==> config.mk <==
export PLATFORM = sky130hd
export DESIGN_NAME = munoc_ahb2axi_bridge_flat
export DESIGN_NICKNAME = d
export VERILOG_FILES = /design/src/rtl/munoc_ahb2axi_bridge_pkg.sv /design/src/rtl/munoc_ahb2axi_bridge_if.sv /design/src/rtl/munoc_ahb2axi_bridge_strobe_gen.sv /design/src/rtl/munoc_ahb2axi_bridge.sv /design/src/flat_wrapper.sv
export SDC_FILE = /design/constraint.sdc
export NUM_CORES = 1
export LEC_CHECK = 0
export CORE_ASPECT_RATIO = 0.8
export CORE_MARGIN = 2
export CORE_UTILIZATION = 31
export DETAILED_ROUTE_END_ITERATION = 12
export PLACE_DENSITY_LB_ADDON = 0.25
export SLEW_MARGIN = 20
export SYNTH_ARGS = -nofsm -noshare
export SYNTH_HDL_FRONTEND = slang
export SYNTH_HIERARCHICAL = 1
export SYNTH_SLANG_ARGS = --single-unit
export TNS_END_PERCENT = 10
==> constraint.sdc <==
create_clock -name clk -period 2.02 [get_ports clk]
set_input_delay 0.303 -clock clk [delete_from_list [all_inputs] [get_ports clk]]
set_output_delay 0.303 -clock clk [all_outputs]
set_load 0.02 [all_outputs]
==> src/rtl/munoc_ahb2axi_bridge_pkg.sv <==
// Shared encodings, packed AXI channel layout and FSM states for the AHB-lite to AXI4 bridge.
package munoc_ahb2axi_bridge_pkg;

  localparam logic [1:0] AHB_TRANS_IDLE   = 2'b00;
  localparam logic [1:0] AHB_TRANS_BUSY   = 2'b01;
  localparam logic [1:0] AHB_TRANS_NONSEQ = 2'b10;
  localparam logic [1:0] AHB_TRANS_SEQ    = 2'b11;

  localparam logic [1:0] AXI_BURST_FIXED = 2'b00;
  localparam logic [1:0] AXI_BURST_INCR  = 2'b01;
  localparam logic [1:0] AXI_BURST_WRAP  = 2'b10;

  localparam logic [1:0] AXI_RESP_OKAY   = 2'b00;
  localparam logic [1:0] AXI_RESP_EXOKAY = 2'b01;
  localparam logic [1:0] AXI_RESP_SLVERR = 2'b10;
  localparam logic [1:0] AXI_RESP_DECERR = 2'b11;

  // AR/AW packing, LSB first: prot, cache, lock, burst, size, len, addr, id
  localparam int AX_PROT_LSB  = 0;
  localparam int AX_CACHE_LSB = 3;
  localparam int AX_LOCK_LSB  = 7;
  localparam int AX_BURST_LSB = 8;
  localparam int AX_SIZE_LSB  = 10;
  localparam int AX_LEN_LSB   = 13;
  localparam int AX_ADDR_LSB  = 21;

  // W packing, LSB first: last, strb, data, id
  localparam int W_LAST_LSB = 0;
  localparam int W_STRB_LSB = 1;

  function automatic int bw_archannel(int bw_id, int bw_addr);
    return bw_id + bw_addr + AX_ADDR_LSB;
  endfunction

  function automatic int bw_awchannel(int bw_id, int bw_addr);
    return bw_id + bw_addr + AX_ADDR_LSB;
  endfunction

  function automatic int bw_wchannel(int bw_id, int bw_data);
    return bw_id + bw_data + bw_data / 8 + 1;
  endfunction

  function automatic logic resp_is_err(logic [1:0] resp);
    return resp[1];
  endfunction

  typedef enum logic [2:0] {
    ST_IDLE    = 3'd0,
    ST_RD_ADDR = 3'd1,
    ST_RD_DATA = 3'd2,
    ST_WR_REQ  = 3'd3,
    ST_WR_RESP = 3'd4,
    ST_ERR1    = 3'd5,
    ST_ERR2    = 3'd6
  } state_e;

endpackage

==> src/rtl/munoc_ahb2axi_bridge_if.sv <==
// AHB-lite request side plus packed AXI channels. master = the bridge, slave = AHB master and AXI fabric.
interface munoc_ahb2axi_bridge_if
  import munoc_ahb2axi_bridge_pkg::*;
#(
  parameter int BW_ADDR = 32,
  parameter int BW_DATA = 32,
  parameter int BW_ID   = 1
);
  localparam int BW_AR = bw_archannel(BW_ID, BW_ADDR);
  localparam int BW_AW = bw_awchannel(BW_ID, BW_ADDR);
  localparam int BW_W  = bw_wchannel(0, BW_DATA);

  logic [BW_ADDR-1:0] rhaddr;
  logic [2:0]         rhburst;
  logic               rhmasterlock;
  logic [3:0]         rhprot;
  logic [2:0]         rhsize;
  logic [1:0]         rhtrans;
  logic               rhwrite;
  logic [BW_DATA-1:0] rhwdata;
  logic [BW_DATA-1:0] rhrdata;
  logic               rhready;
  logic               rhresp;

  logic               sxarvalid;
  logic               sxarready;
  logic [BW_AR-1:0]   sxarchannel;
  logic               sxawvalid;
  logic               sxawready;
  logic [BW_AW-1:0]   sxawchannel;
  logic               sxwvalid;
  logic               sxwready;
  logic [BW_W-1:0]    sxwchannel;
  logic               sxbvalid;
  logic               sxbready;
  logic [1:0]         sxbresp;
  logic               sxrvalid;
  logic               sxrready;
  logic [BW_DATA-1:0] sxrdata;
  logic [1:0]         sxrresp;
  logic               sxrlast;

  modport master (
    input  rhaddr, rhburst, rhmasterlock, rhprot, rhsize, rhtrans, rhwrite, rhwdata,
    output rhrdata, rhready, rhresp,
    output sxarvalid, sxarchannel, sxawvalid, sxawchannel, sxwvalid, sxwchannel,
    input  sxarready, sxawready, sxwready,
    input  sxbvalid, sxbresp, sxrvalid, sxrdata, sxrresp, sxrlast,
    output sxbready, sxrready
  );

  modport slave (
    output rhaddr, rhburst, rhmasterlock, rhprot, rhsize, rhtrans, rhwrite, rhwdata,
    input  rhrdata, rhready, rhresp,
    input  sxarvalid, sxarchannel, sxawvalid, sxawchannel, sxwvalid, sxwchannel,
    output sxarready, sxawready, sxwready,
    output sxbvalid, sxbresp, sxrvalid, sxrdata, sxrresp, sxrlast,
    input  sxbready, sxrready
  );

endinterface

==> src/rtl/munoc_ahb2axi_bridge_strobe_gen.sv <==
// Byte-lane write strobe from transfer size and the address offset inside the data word.
module munoc_ahb2axi_bridge_strobe_gen #(
  parameter int BW_DATA = 32
) (
  input  logic [2:0]                     size,
  input  logic [$clog2(BW_DATA/8)-1:0]   addr_lsb,
  output logic [BW_DATA/8-1:0]           strb
);
  localparam int NB = BW_DATA / 8;

  logic [NB-1:0] mask;

  always_comb begin
    mask = '0;
    for (int i = 0; i < NB; i++) mask[i] = (i < (1 << size));
  end

  assign strb = mask << addr_lsb;

endmodule

==> src/rtl/munoc_ahb2axi_bridge.sv <==
// AHB-lite to single-beat AXI4 bridge with posted or blocking writes.
// Optional MUNOC_AHB2AXI_POSTED_ERROR_FLAG_EN adds a sticky posted-write error flag.
//
// state      | meaning
// IDLE       | rhready=1, waiting for an address phase
// RD_ADDR    | AR pending (held off while posted writes are outstanding)
// RD_DATA    | waiting for R
// WR_REQ     | AW and W pending (held off while posted limit is reached)
// WR_RESP    | blocking write, waiting for B
// ERR1       | first ERROR cycle, rhready=0
// ERR2       | second ERROR cycle, rhready=1, may accept a new transfer
module munoc_ahb2axi_bridge
  import munoc_ahb2axi_bridge_pkg::*;
#(
  parameter int BW_ADDR             = 32,
  parameter int BW_DATA             = 32,
  parameter int BW_ID               = 1,
  parameter int WAIT_WRITE_RESPONSE = 0,
  parameter int MAX_POSTED          = 4
) (
  input  logic clk,
  input  logic rstnn,
  input  logic comm_disable,
`ifdef MUNOC_AHB2AXI_POSTED_ERROR_FLAG_EN
  output logic posted_err,
  input  logic posted_err_clear,
`endif
  munoc_ahb2axi_bridge_if.master bus
);
  localparam int   NB   = BW_DATA / 8;
  localparam int   LSBW = $clog2(NB);
  localparam logic WWR  = (WAIT_WRITE_RESPONSE != 0);

  state_e             state, state_d;
  logic [BW_ADDR-1:0] addr_q;
  logic [2:0]         size_q;
  logic [2:0]         prot_q;
  logic               lock_q;
  logic [BW_DATA-1:0] rdata_q;
  logic               aw_done, w_done;
  logic [3:0]         posted_cnt;
  logic [NB-1:0]      wstrb;

  logic rhready, capture, can_post, ar_free;
  logic arvalid, awvalid, wvalid, aw_hs, w_hs, wr_done, post_inc, post_dec;
  logic unused_ok;

  assign rhready  = (state == ST_IDLE) || (state == ST_ERR2);
  assign capture  = rhready && (bus.rhtrans == AHB_TRANS_NONSEQ || bus.rhtrans == AHB_TRANS_SEQ);
  assign can_post = WWR || (posted_cnt < 4'(MAX_POSTED));
  // reads wait for all posted writes so they cannot overtake them
  assign ar_free  = (posted_cnt == 4'd0);

  assign arvalid  = (state == ST_RD_ADDR) && ar_free;
  assign awvalid  = (state == ST_WR_REQ) && can_post && !aw_done;
  assign wvalid   = (state == ST_WR_REQ) && can_post && !w_done;
  assign aw_hs    = awvalid && bus.sxawready;
  assign w_hs     = wvalid && bus.sxwready;
  assign wr_done  = (aw_done || aw_hs) && (w_done || w_hs);
  assign post_inc = !WWR && (state == ST_WR_REQ) && wr_done;
  assign post_dec = !WWR && bus.sxbvalid;

  always_comb begin
    state_d = state;
    case (state)
      ST_IDLE, ST_ERR2: begin
        state_d = ST_IDLE;
        if (capture) begin
          if (comm_disable)     state_d = ST_ERR1;
          else if (bus.rhwrite) state_d = ST_WR_REQ;
          else                  state_d = ST_RD_ADDR;
        end
      end
      ST_RD_ADDR: if (arvalid && bus.sxarready) state_d = ST_RD_DATA;
      ST_RD_DATA: if (bus.sxrvalid) state_d = resp_is_err(bus.sxrresp) ? ST_ERR1 : ST_IDLE;
      ST_WR_REQ:  if (wr_done) state_d = WWR ? ST_WR_RESP : ST_IDLE;
      ST_WR_RESP: if (bus.sxbvalid) state_d = resp_is_err(bus.sxbresp) ? ST_ERR1 : ST_IDLE;
      ST_ERR1:    state_d = ST_ERR2;
      default:    state_d = ST_IDLE;
    endcase
  end

  always_ff @(posedge clk or negedge rstnn) begin
    if (!rstnn) state <= ST_IDLE;
    else        state <= state_d;
  end

  always_ff @(posedge clk or negedge rstnn) begin
    if (!rstnn) begin
      addr_q     <= '0;
      size_q     <= '0;
      prot_q     <= '0;
      lock_q     <= 1'b0;
      rdata_q    <= '0;
      aw_done    <= 1'b0;
      w_done     <= 1'b0;
      posted_cnt <= '0;
    end else begin
      if (capture) begin
        addr_q <= bus.rhaddr;
        size_q <= bus.rhsize;
        lock_q <= bus.rhmasterlock;
        prot_q <= {~bus.rhprot[0], 1'b0, bus.rhprot[1]};
      end
      if (state == ST_RD_DATA && bus.sxrvalid) rdata_q <= bus.sxrdata;
      aw_done <= (state == ST_WR_REQ) && !wr_done && (aw_done || aw_hs);
      w_done  <= (state == ST_WR_REQ) && !wr_done && (w_done || w_hs);
      if (post_inc && !post_dec)
        posted_cnt <= posted_cnt + 4'd1;
      else if (post_dec && !post_inc && posted_cnt != 4'd0)
        posted_cnt <= posted_cnt - 4'd1;
    end
  end

`ifdef MUNOC_AHB2AXI_POSTED_ERROR_FLAG_EN
  always_ff @(posedge clk or negedge rstnn) begin
    if (!rstnn)                                        posted_err <= 1'b0;
    else if (post_dec && bus.sxbresp != AXI_RESP_OKAY) posted_err <= 1'b1;
    else if (posted_err_clear)                         posted_err <= 1'b0;
  end
`endif

  munoc_ahb2axi_bridge_strobe_gen #(.BW_DATA(BW_DATA)) u_strobe_gen (
    .size     (size_q),
    .addr_lsb (addr_q[LSBW-1:0]),
    .strb     (wstrb)
  );

  assign bus.rhready     = rhready;
  assign bus.rhresp      = (state == ST_ERR1) || (state == ST_ERR2);
  assign bus.rhrdata     = rdata_q;
  assign bus.sxarvalid   = arvalid;
  assign bus.sxawvalid   = awvalid;
  assign bus.sxwvalid    = wvalid;
  assign bus.sxrready    = (state == ST_RD_DATA);
  assign bus.sxbready    = 1'b1;
  assign bus.sxarchannel = {{BW_ID{1'b0}}, addr_q, 8'd0, size_q, AXI_BURST_INCR, lock_q, 4'd0, prot_q};
  assign bus.sxawchannel = {{BW_ID{1'b0}}, addr_q, 8'd0, size_q, AXI_BURST_INCR, lock_q, 4'd0, prot_q};
  assign bus.sxwchannel  = {bus.rhwdata, wstrb, 1'b1};

  assign unused_ok = ^{bus.rhburst, bus.rhprot[3:2], bus.sxrlast};

endmodule

==> src/flat_wrapper.sv <==
// flat-port wrapper written by rule: the top's interface ports become plain ports
module munoc_ahb2axi_bridge_flat import munoc_ahb2axi_bridge_pkg::*;
#(
  parameter int BW_ADDR             = 32,
  parameter int BW_DATA             = 32,
  parameter int BW_ID               = 1,
  parameter int WAIT_WRITE_RESPONSE = 0,
  parameter int MAX_POSTED          = 4
)
  (clk, rstnn, comm_disable, bus_rhaddr, bus_rhburst, bus_rhmasterlock, bus_rhprot, bus_rhsize, bus_rhtrans, bus_rhwrite, bus_rhwdata, bus_rhrdata, bus_rhready, bus_rhresp, bus_sxarvalid, bus_sxarchannel, bus_sxawvalid, bus_sxawchannel, bus_sxwvalid, bus_sxwchannel, bus_sxarready, bus_sxawready, bus_sxwready, bus_sxbvalid, bus_sxbresp, bus_sxrvalid, bus_sxrdata, bus_sxrresp, bus_sxrlast, bus_sxbready, bus_sxrready);
  munoc_ahb2axi_bridge_if #(.BW_ADDR(BW_ADDR), .BW_DATA(BW_DATA), .BW_ID(BW_ID)) bus_i ();
  input  logic clk;
  input  logic rstnn;
  input  logic comm_disable;
  input wire logic [$bits(bus_i.rhaddr)-1:0] bus_rhaddr;
  input wire logic [$bits(bus_i.rhburst)-1:0] bus_rhburst;
  input wire logic [$bits(bus_i.rhmasterlock)-1:0] bus_rhmasterlock;
  input wire logic [$bits(bus_i.rhprot)-1:0] bus_rhprot;
  input wire logic [$bits(bus_i.rhsize)-1:0] bus_rhsize;
  input wire logic [$bits(bus_i.rhtrans)-1:0] bus_rhtrans;
  input wire logic [$bits(bus_i.rhwrite)-1:0] bus_rhwrite;
  input wire logic [$bits(bus_i.rhwdata)-1:0] bus_rhwdata;
  output wire logic [$bits(bus_i.rhrdata)-1:0] bus_rhrdata;
  output wire logic [$bits(bus_i.rhready)-1:0] bus_rhready;
  output wire logic [$bits(bus_i.rhresp)-1:0] bus_rhresp;
  output wire logic [$bits(bus_i.sxarvalid)-1:0] bus_sxarvalid;
  output wire logic [$bits(bus_i.sxarchannel)-1:0] bus_sxarchannel;
  output wire logic [$bits(bus_i.sxawvalid)-1:0] bus_sxawvalid;
  output wire logic [$bits(bus_i.sxawchannel)-1:0] bus_sxawchannel;
  output wire logic [$bits(bus_i.sxwvalid)-1:0] bus_sxwvalid;
  output wire logic [$bits(bus_i.sxwchannel)-1:0] bus_sxwchannel;
  input wire logic [$bits(bus_i.sxarready)-1:0] bus_sxarready;
  input wire logic [$bits(bus_i.sxawready)-1:0] bus_sxawready;
  input wire logic [$bits(bus_i.sxwready)-1:0] bus_sxwready;
  input wire logic [$bits(bus_i.sxbvalid)-1:0] bus_sxbvalid;
  input wire logic [$bits(bus_i.sxbresp)-1:0] bus_sxbresp;
  input wire logic [$bits(bus_i.sxrvalid)-1:0] bus_sxrvalid;
  input wire logic [$bits(bus_i.sxrdata)-1:0] bus_sxrdata;
  input wire logic [$bits(bus_i.sxrresp)-1:0] bus_sxrresp;
  input wire logic [$bits(bus_i.sxrlast)-1:0] bus_sxrlast;
  output wire logic [$bits(bus_i.sxbready)-1:0] bus_sxbready;
  output wire logic [$bits(bus_i.sxrready)-1:0] bus_sxrready;
  assign bus_i.rhaddr = bus_rhaddr;
  assign bus_i.rhburst = bus_rhburst;
  assign bus_i.rhmasterlock = bus_rhmasterlock;
  assign bus_i.rhprot = bus_rhprot;
  assign bus_i.rhsize = bus_rhsize;
  assign bus_i.rhtrans = bus_rhtrans;
  assign bus_i.rhwrite = bus_rhwrite;
  assign bus_i.rhwdata = bus_rhwdata;
  assign bus_rhrdata = bus_i.rhrdata;
  assign bus_rhready = bus_i.rhready;
  assign bus_rhresp = bus_i.rhresp;
  assign bus_sxarvalid = bus_i.sxarvalid;
  assign bus_sxarchannel = bus_i.sxarchannel;
  assign bus_sxawvalid = bus_i.sxawvalid;
  assign bus_sxawchannel = bus_i.sxawchannel;
  assign bus_sxwvalid = bus_i.sxwvalid;
  assign bus_sxwchannel = bus_i.sxwchannel;
  assign bus_i.sxarready = bus_sxarready;
  assign bus_i.sxawready = bus_sxawready;
  assign bus_i.sxwready = bus_sxwready;
  assign bus_i.sxbvalid = bus_sxbvalid;
  assign bus_i.sxbresp = bus_sxbresp;
  assign bus_i.sxrvalid = bus_sxrvalid;
  assign bus_i.sxrdata = bus_sxrdata;
  assign bus_i.sxrresp = bus_sxrresp;
  assign bus_i.sxrlast = bus_sxrlast;
  assign bus_sxbready = bus_i.sxbready;
  assign bus_sxrready = bus_i.sxrready;
  munoc_ahb2axi_bridge #(.BW_ADDR(BW_ADDR), .BW_DATA(BW_DATA), .BW_ID(BW_ID), .WAIT_WRITE_RESPONSE(WAIT_WRITE_RESPONSE), .MAX_POSTED(MAX_POSTED)) u_core (.clk(clk), .rstnn(rstnn), .comm_disable(comm_disable), .bus(bus_i));
endmodule
==> results of run 1 <==
-- layout make-up --
class	instances	area, sq um
fill	1199	6820
inverter	4	15.0
timing repair buffer	218	2180
clock buffer	11	243
sequential	79	1980
tap	175	219
multi-input combinational	176	1450
clock inverter	5	104
-- flip-flops by register name, summed over array words and instances, names as in the netlist --
name                cells
u_core/state            3
u_core/size_q           3
u_core/prot_q           2
u_core/bus.rhrdata     32
u_core/lock_q           1
u_core/addr_q          32
u_core/posted_cnt       4
u_core/aw_done          1
u_core/w_done           1
-- cell usage after synthesis, types with 3 or more instances --
| cell type | instances | share of area [%] |
|---|---|---|
| a21oi_1 | 11 | 1.3 |
| buf_4 | 109 | 20 |
| buf_6 | 4 | 1.1 |
| dfrtp_1 | 79 | 47 |
| inv_1 | 4 | 0.36 |
| mux2_1 | 39 | 11 |
| mux2_2 | 32 | 8.6 |
| mux2i_1 | 4 | 0.96 |
| nand2_1 | 3 | 0.27 |
| nand3b_1 | 4 | 0.72 |
| nor2_1 | 9 | 0.81 |
| nor3_1 | 6 | 0.72 |
-- power breakdown --
group          switching, mW  internal [mW]  leakage (nW)
Sequential             0.603           2.39         0.939
Combinational           2.89           3.14          1.48
Clock                  0.624           1.24         0.170
Total                   4.11           6.78          2.59
-- worst register-to-register path, stage by stage, from the launching register on --
cell and delay, ns:
dfrtp_1 0.45, a2bb2oi_1 0.41, nor3_4 0.06, nand2_2 0.12, ha_4 0.22, a21oi_1 0.18
and3b_1 0.19, mux2i_1 0.08, xnor2_1 0.13
-- stage by stage --
stage	std cells	power (mW)
after floorplan	375	6.71
after global placement	650	9.03
after detailed placement	650	9.11
after CTS	667	11.0
after global routing	668	11.5
final	668	10.9
-- what timing repair did --
item | 4_1_cts | 5_1_grt
resized for setup | 9 | 7
endpoints found under the hold margin | 35 | 0
endpoints found under the setup margin | 7 | 6
hold buffers | 1 | 0
buffers inserted | 0 | 1
-- worst max path at each step --
stage,start,endpoint,cells after the start,slack [ns]
6_report,u_core/posted_cnt[3]$_DFFE_PN0P_,u_core/posted_cnt[3]$_DFFE_PN0P_,8,0.07
3_3_place_gp,bus_sxawready,u_core/posted_cnt[2]$_DFFE_PN0P_,7,-0.14
4_1_cts,u_core/state[2]$_DFFE_PN0P_,u_core/posted_cnt[3]$_DFFE_PN0P_,8,0.03
5_1_grt,u_core/state[2]$_DFFE_PN0P_,u_core/posted_cnt[3]$_DFFE_PN0P_,8,-0.03
2_1_floorplan,u_core/state[2]$_DFFE_PN0P_,u_core/posted_cnt[2]$_DFFE_PN0P_,6,-0.05
3_5_place_dp,bus_sxawready,u_core/posted_cnt[3]$_DFFE_PN0P_,9,-0.17
-- per-layer routing --
metal	global-route usage [%]	vias up	wire length (um)
li1	-	1320	-
met1	15.6	1363	3790
met2	22.6	145	4830
met3	4.99	9	900
met4	2.89	0	65
met5	0	-	0
-- kinds of logic after synthesis --
group	count (synthesis)
buf+inv	120
flops	79
mux	75
simple gates	36
compound gates	24
xor+xnor	4
fa+ha+maj	3
other cells	2
==> reports/results.ini, run 1 <==
[detailed_routing]
vias = 2837
routed_via_density = 4.25
drt-total-wl_mm = 9.59
drc = 0
drtIter0Drc = 60
dr.pass1.iters = 4
drtAntennaViolNets = 0
routedWlPerCell_um = 14.4

[cts]
cts.sinks = 79
clockRootBuffer = clkbuf_16
cts_tree = yes
clockBufferDepth = 2
path_clk_slew_ns = 0.06
cts_made_buffers = 9
htreeDepth = 3
insertion_delay_ns = 0.32

[synthesis]
synthArstFlopShare_pct = 100
synth_edf_count = 0
synth_top_flop_cell = dfrtp_1
synthCells = 343
synth-adder-area-share_pct = 1.08
synth_top_family_by_area = buffers and inverters
yosysWarnings = 6
yosys_register_bits = 79
synth-simple-area-share_pct = 5.39
synth-xor-area-share_pct = 0.839
synth-compound-area-share_pct = 3.74
syn_area_per_cell_sq_um = 12.2
muxShareOfSynthArea_pct = 20.1
seq_area_frac_synth_pct = 47.3
netlist_area_sq_um = 4180
ys_types = 40

[timing]
holdWs_ns = 0.474
finClkSkew_ns = 0.00570
rsz0062_at_grt = true
layout_setup_ws_ns = 0.0672
maxSlewViolCount = 0
fin_crit_sh_pct = 96.7
hold_violations = 0
tns_ns = 0
worst_pin_slew_ns = 0.543
setup_violations = 0
finalCriticalPeriod_ns = 1.95
max_freq_mhz = 512
relSlewSlack_pct = 63.6

[place]
gp_congestion = 0.788
dp_slack_ns = -0.170
dp_hpwl_mm = 7.32
place_area_sq_um = 5820
portBuffers = 199

[global_route]
grt_max_degree = 45
grt_pass1_vias = 2913
grt_overflow = 0
grtUsageTotal_pct = 13.1
grt_pass1_wl_mm = 15.0
antenna_found_initial = 0

[cells_and_area]
syn2layout_area_growth_pct = 48.1
drive_above_1_share_pct = 16.0
stdcell_area_sq_um = 6190
layout_common_cells = clkdlybuf4s50_1, dfrtp_1, mux2_1, conb_1, mux2_2
n_antenna_cell = 0
nets = 614
mostFrequentLayoutCell = clkdlybuf4s50_1
postLayoutCoreUtil_pct = 47.6

[floorplan]
num_rows = 37
start_util_pct = 32.1
die_area_sq_um = 14400
core_area_sq_um = 13000
chipHeight_um = 108
die_x_um = 134
io_pins = 307

[setup_path]
rrSetupSlack_ns = 0.07
cp.arrival_ns = 2.16
endpoint_kind = flop
cp_slowest_cell = dfrtp_1
r2r-start = u_core/posted_cnt[3]$_DFFE_PN0P_
worst-path-buf-inv = 0
path_delay_family = compound AO/OA/AOI/OAI gates
cpPeakStageDelay_ns = 0.45
cp.required_ns = 2.23
rr_worst_depth = 8
path_max_fanout = 5
r2r_end = u_core/posted_cnt[3]$_DFFE_PN0P_
critPathKind = reg -> reg
cp-start-kind = flop
path_cells = a2bb2oi_1 > nor3_4 > nand2_2 > ha_4 > a21oi_1 > and3b_1 > mux2i_1 > xnor2_1

[run]
maxCapViolCount = 0

[power_and_ir_drop]
p_leak_nw = 2.59
ir_drop_mv = 0.852
power_density_nw_per_um2 = 1760

[outcome]
outcome = completed

[hold_path]
hp-class = in -> async

Power figures use the tool's default switching activity.
==> run 2, diff against run 1 <==
==> constraint.sdc (replaced) <==
create_clock -name clk -period 2.02 [get_ports clk]
set_input_delay 0.303 -clock clk [delete_from_list [all_inputs] [get_ports clk]]
set_output_delay 0.303 -clock clk [all_outputs]
set_load 0.01 [all_outputs]
==> run 2 against run 1 <==
  * Combinational power shrank 15%
  * Flip-flop and latch count stayed put
  * Wire length is 1.1% higher
  * Register-to-register slack hardly changed
  * Critical path depth unchanged
  * Clock-buffer cell count shrank 1
  * Fmax down 0.31%
  * Critical path type unchanged
  * Largest cell class unchanged
  * Highest routed layer unchanged
==> reports/results.ini, run 2 (synthesis gave the netlist of run 1 again) <==
[setup_path]
path_delay_family = simple AND/OR/NAND/NOR gates  ; was compound AO/OA/AOI/OAI gates
rr_worst_depth = 8  ; unchanged
cp-start-kind = flop  ; unchanged
path_cells = nand3b_1 > nor3_4 > nand2_2 > ha_4 > nand3_1 > and3b_1 > mux2i_1 > xnor2_1  ; was a2bb2oi_1 > nor3_4 > nand2_2 > ha_4 > a21oi_1 > and3b_1 > mux2i_1 > xnor2_1
path_max_fanout = 8  ; was 5
cp.depth = 8  ; unchanged
cpPeakStageDelay_ns = 0.46  ; was 0.45 ns
cp_slowest_cell = dfrtp_2  ; was dfrtp_1
worst-path-buf-inv = 0  ; unchanged
critPathKind = reg -> reg  ; unchanged
cp.required_ns = 2.27  ; was 2.23 ns
cp.arrival_ns = 2.21  ; was 2.16 ns
endpoint_kind = flop  ; unchanged

[cts]
cts_tree = yes  ; unchanged
htreeDepth = 3  ; unchanged
path_clk_slew_ns = 0.06  ; about the same
cts_made_buffers = 9  ; unchanged
clockBufferDepth = 2  ; unchanged
post_cts_buffers = 0  ; unchanged
clockRootBuffer = clkbuf_16  ; unchanged
cts.sinks = 79  ; unchanged
insertion_delay_ns = 0.33  ; was 0.32 ns

[global_route]
grt_pass1_wl_mm = 14.8  ; was 15.0 mm
grt_pass1_vias = 2927  ; was 2913
grt_overflow = 0  ; unchanged
grt_max_degree = 35  ; was 45
antenna_found_initial = 0  ; unchanged
grtUsageTotal_pct = 13.0  ; was 13.1%

[cells_and_area]
mostFrequentLayoutCell = clkdlybuf4s50_1  ; unchanged
layout_common_cells = clkdlybuf4s50_1, dfrtp_1, mux2_1, conb_1, mux2_2  ; unchanged
syn2layout_area_growth_pct = 48.7  ; was 48.1%
drive_above_1_share_pct = 16.4  ; was 16.0%
nets = 616  ; was 614
n_antenna_cell = 0  ; unchanged

[power_and_ir_drop]
p_leak_nw = 2.61  ; was 2.59 nW
ir_drop_mv = 0.667  ; was 0.852 mV
power_density_nw_per_um2 = 1600  ; was 1760 nW/um^2

[timing]
fin_crit_sh_pct = 97.0  ; was 96.7%
maxSlewViolCount = 0  ; unchanged
hold_violations = 0  ; unchanged
worst_pin_slew_ns = 0.529  ; was 0.543 ns
rsz0062_at_grt = true  ; unchanged
layout_setup_ws_ns = 0.0611  ; was 0.0672 ns
relSlewSlack_pct = 64.6  ; was 63.6%
finalCriticalPeriod_ns = 1.96  ; was 1.95 ns
max_freq_mhz = 510  ; was 512 MHz
holdWs_ns = 0.412  ; was 0.474 ns
finClkSkew_ns = 0.00529  ; was 0.00570 ns
setup_violations = 0  ; unchanged

[hold_path]
hp-class = in -> async  ; unchanged

[floorplan]
num_rows = 37  ; unchanged
io_pins = 307  ; unchanged
chipHeight_um = 108  ; unchanged
die_x_um = 134  ; unchanged
start_util_pct = 32.1  ; unchanged
core_area_sq_um = 13000  ; unchanged
die_area_sq_um = 14400  ; unchanged

[run]
maxCapViolCount = 0  ; unchanged

[place]
dp_hpwl_mm = 7.44  ; was 7.32 mm
portBuffers = 199  ; unchanged
dp_slack_ns = -0.172  ; was -0.170 ns
gp_congestion = 0.782  ; was 0.788

[detailed_routing]
routedWlPerCell_um = 14.5  ; was 14.4 um
vias = 2828  ; was 2837
drtAntennaViolNets = 0  ; unchanged
dr.pass1.iters = 4  ; unchanged
drtIter0Drc = 87  ; was 60
drc = 0  ; unchanged
routed_via_density = 4.23  ; was 4.25
drt-total-wl_mm = 9.70  ; was 9.59 mm

[outcome]
outcome = completed  ; unchanged

run 2: layout make-up:
type                       count  area [sq um]
inverter                       4          15.0
sequential                    79          1980
clock buffer                  10           239
timing repair buffer         220          2190
tap                          175           219
clock inverter                 5           106
fill                        1153          6800
multi-input combinational    176          1460
run 2: repair_timing:
item	in CTS	in global routing
hold buffers	1	0
hold endpoints to repair	20	0
setup endpoints to repair	7	4
resized for setup	11	2
run 2: per-layer routing:
metal | routed length, um | up-vias | track usage [%]
met5 | 0 | - | 0
met4 | 40 | 0 | 3.57
met3 | 982 | 6 | 5.27
met2 | 4780 | 146 | 22.6
met1 | 3890 | 1358 | 14.9
li1 | - | 1318 | -
run 2: metrics by stage:
| stage | power, mW | cells | utilization [%] | setup TNS [ns] | instance area, sq um |
|---|---|---|---|---|---|
| global placement | 8.10 | 653 | 44.9 | -0.379 | 5850 |
| floorplan | 5.72 | 375 | - | -0.0913 | 4310 |
| global route | 10.6 | 669 | 47.8 | -0.0845 | 6210 |
| detailed placement | 8.20 | 653 | 44.9 | -0.469 | 5850 |
| finish | 9.97 | 669 | 47.8 | 0 | 6210 |
| CTS | 10.1 | 669 | 47.7 | -0.0725 | 6210 |
run 2: final timing paths:
check                                                        from  slack (ns)                            endpoint
worst max-delay path                  u_core/state[2]$_DFFE_PN0P_        0.06    u_core/posted_cnt[3]$_DFFE_PN0P_
worst min-delay path                                        rstnn        0.41       u_core/addr_q[25]$_DFFE_PN0P_
worst max register to register        u_core/state[2]$_DFFE_PN0P_        0.06    u_core/posted_cnt[3]$_DFFE_PN0P_
worst min register to register  u_core/bus.rhrdata[6]$_DFFE_PN0P_        0.49   u_core/bus.rhrdata[6]$_DFFE_PN0P_
max in group asynchronous                                   rstnn        0.96  u_core/bus.rhrdata[19]$_DFFE_PN0P_
min in group clk                u_core/bus.rhrdata[6]$_DFFE_PN0P_        0.49   u_core/bus.rhrdata[6]$_DFFE_PN0P_
run 2: power breakdown:
group / switching, mW / internal, mW
combinational: 1.94 / 3.17
sequential: 0.601 / 2.39
clock: 0.618 / 1.24
total: 3.16 / 6.80
==> run 3, diff against run 2 <==
--- a/config.mk
+++ b/config.mk
@@ -5,12 +5,12 @@
 export SDC_FILE = /design/constraint.sdc
 export NUM_CORES = 1
 export LEC_CHECK = 0
+export CAP_MARGIN = 10
 export CORE_ASPECT_RATIO = 0.8
 export CORE_MARGIN = 2
 export CORE_UTILIZATION = 31
 export DETAILED_ROUTE_END_ITERATION = 12
 export PLACE_DENSITY_LB_ADDON = 0.25
-export SLEW_MARGIN = 20
 export SYNTH_ARGS = -nofsm -noshare
 export SYNTH_HDL_FRONTEND = slang
 export SYNTH_HIERARCHICAL = 1
==> results of run 3 <==
The final DEF is identical to that of run 2; final timing and power are the same.
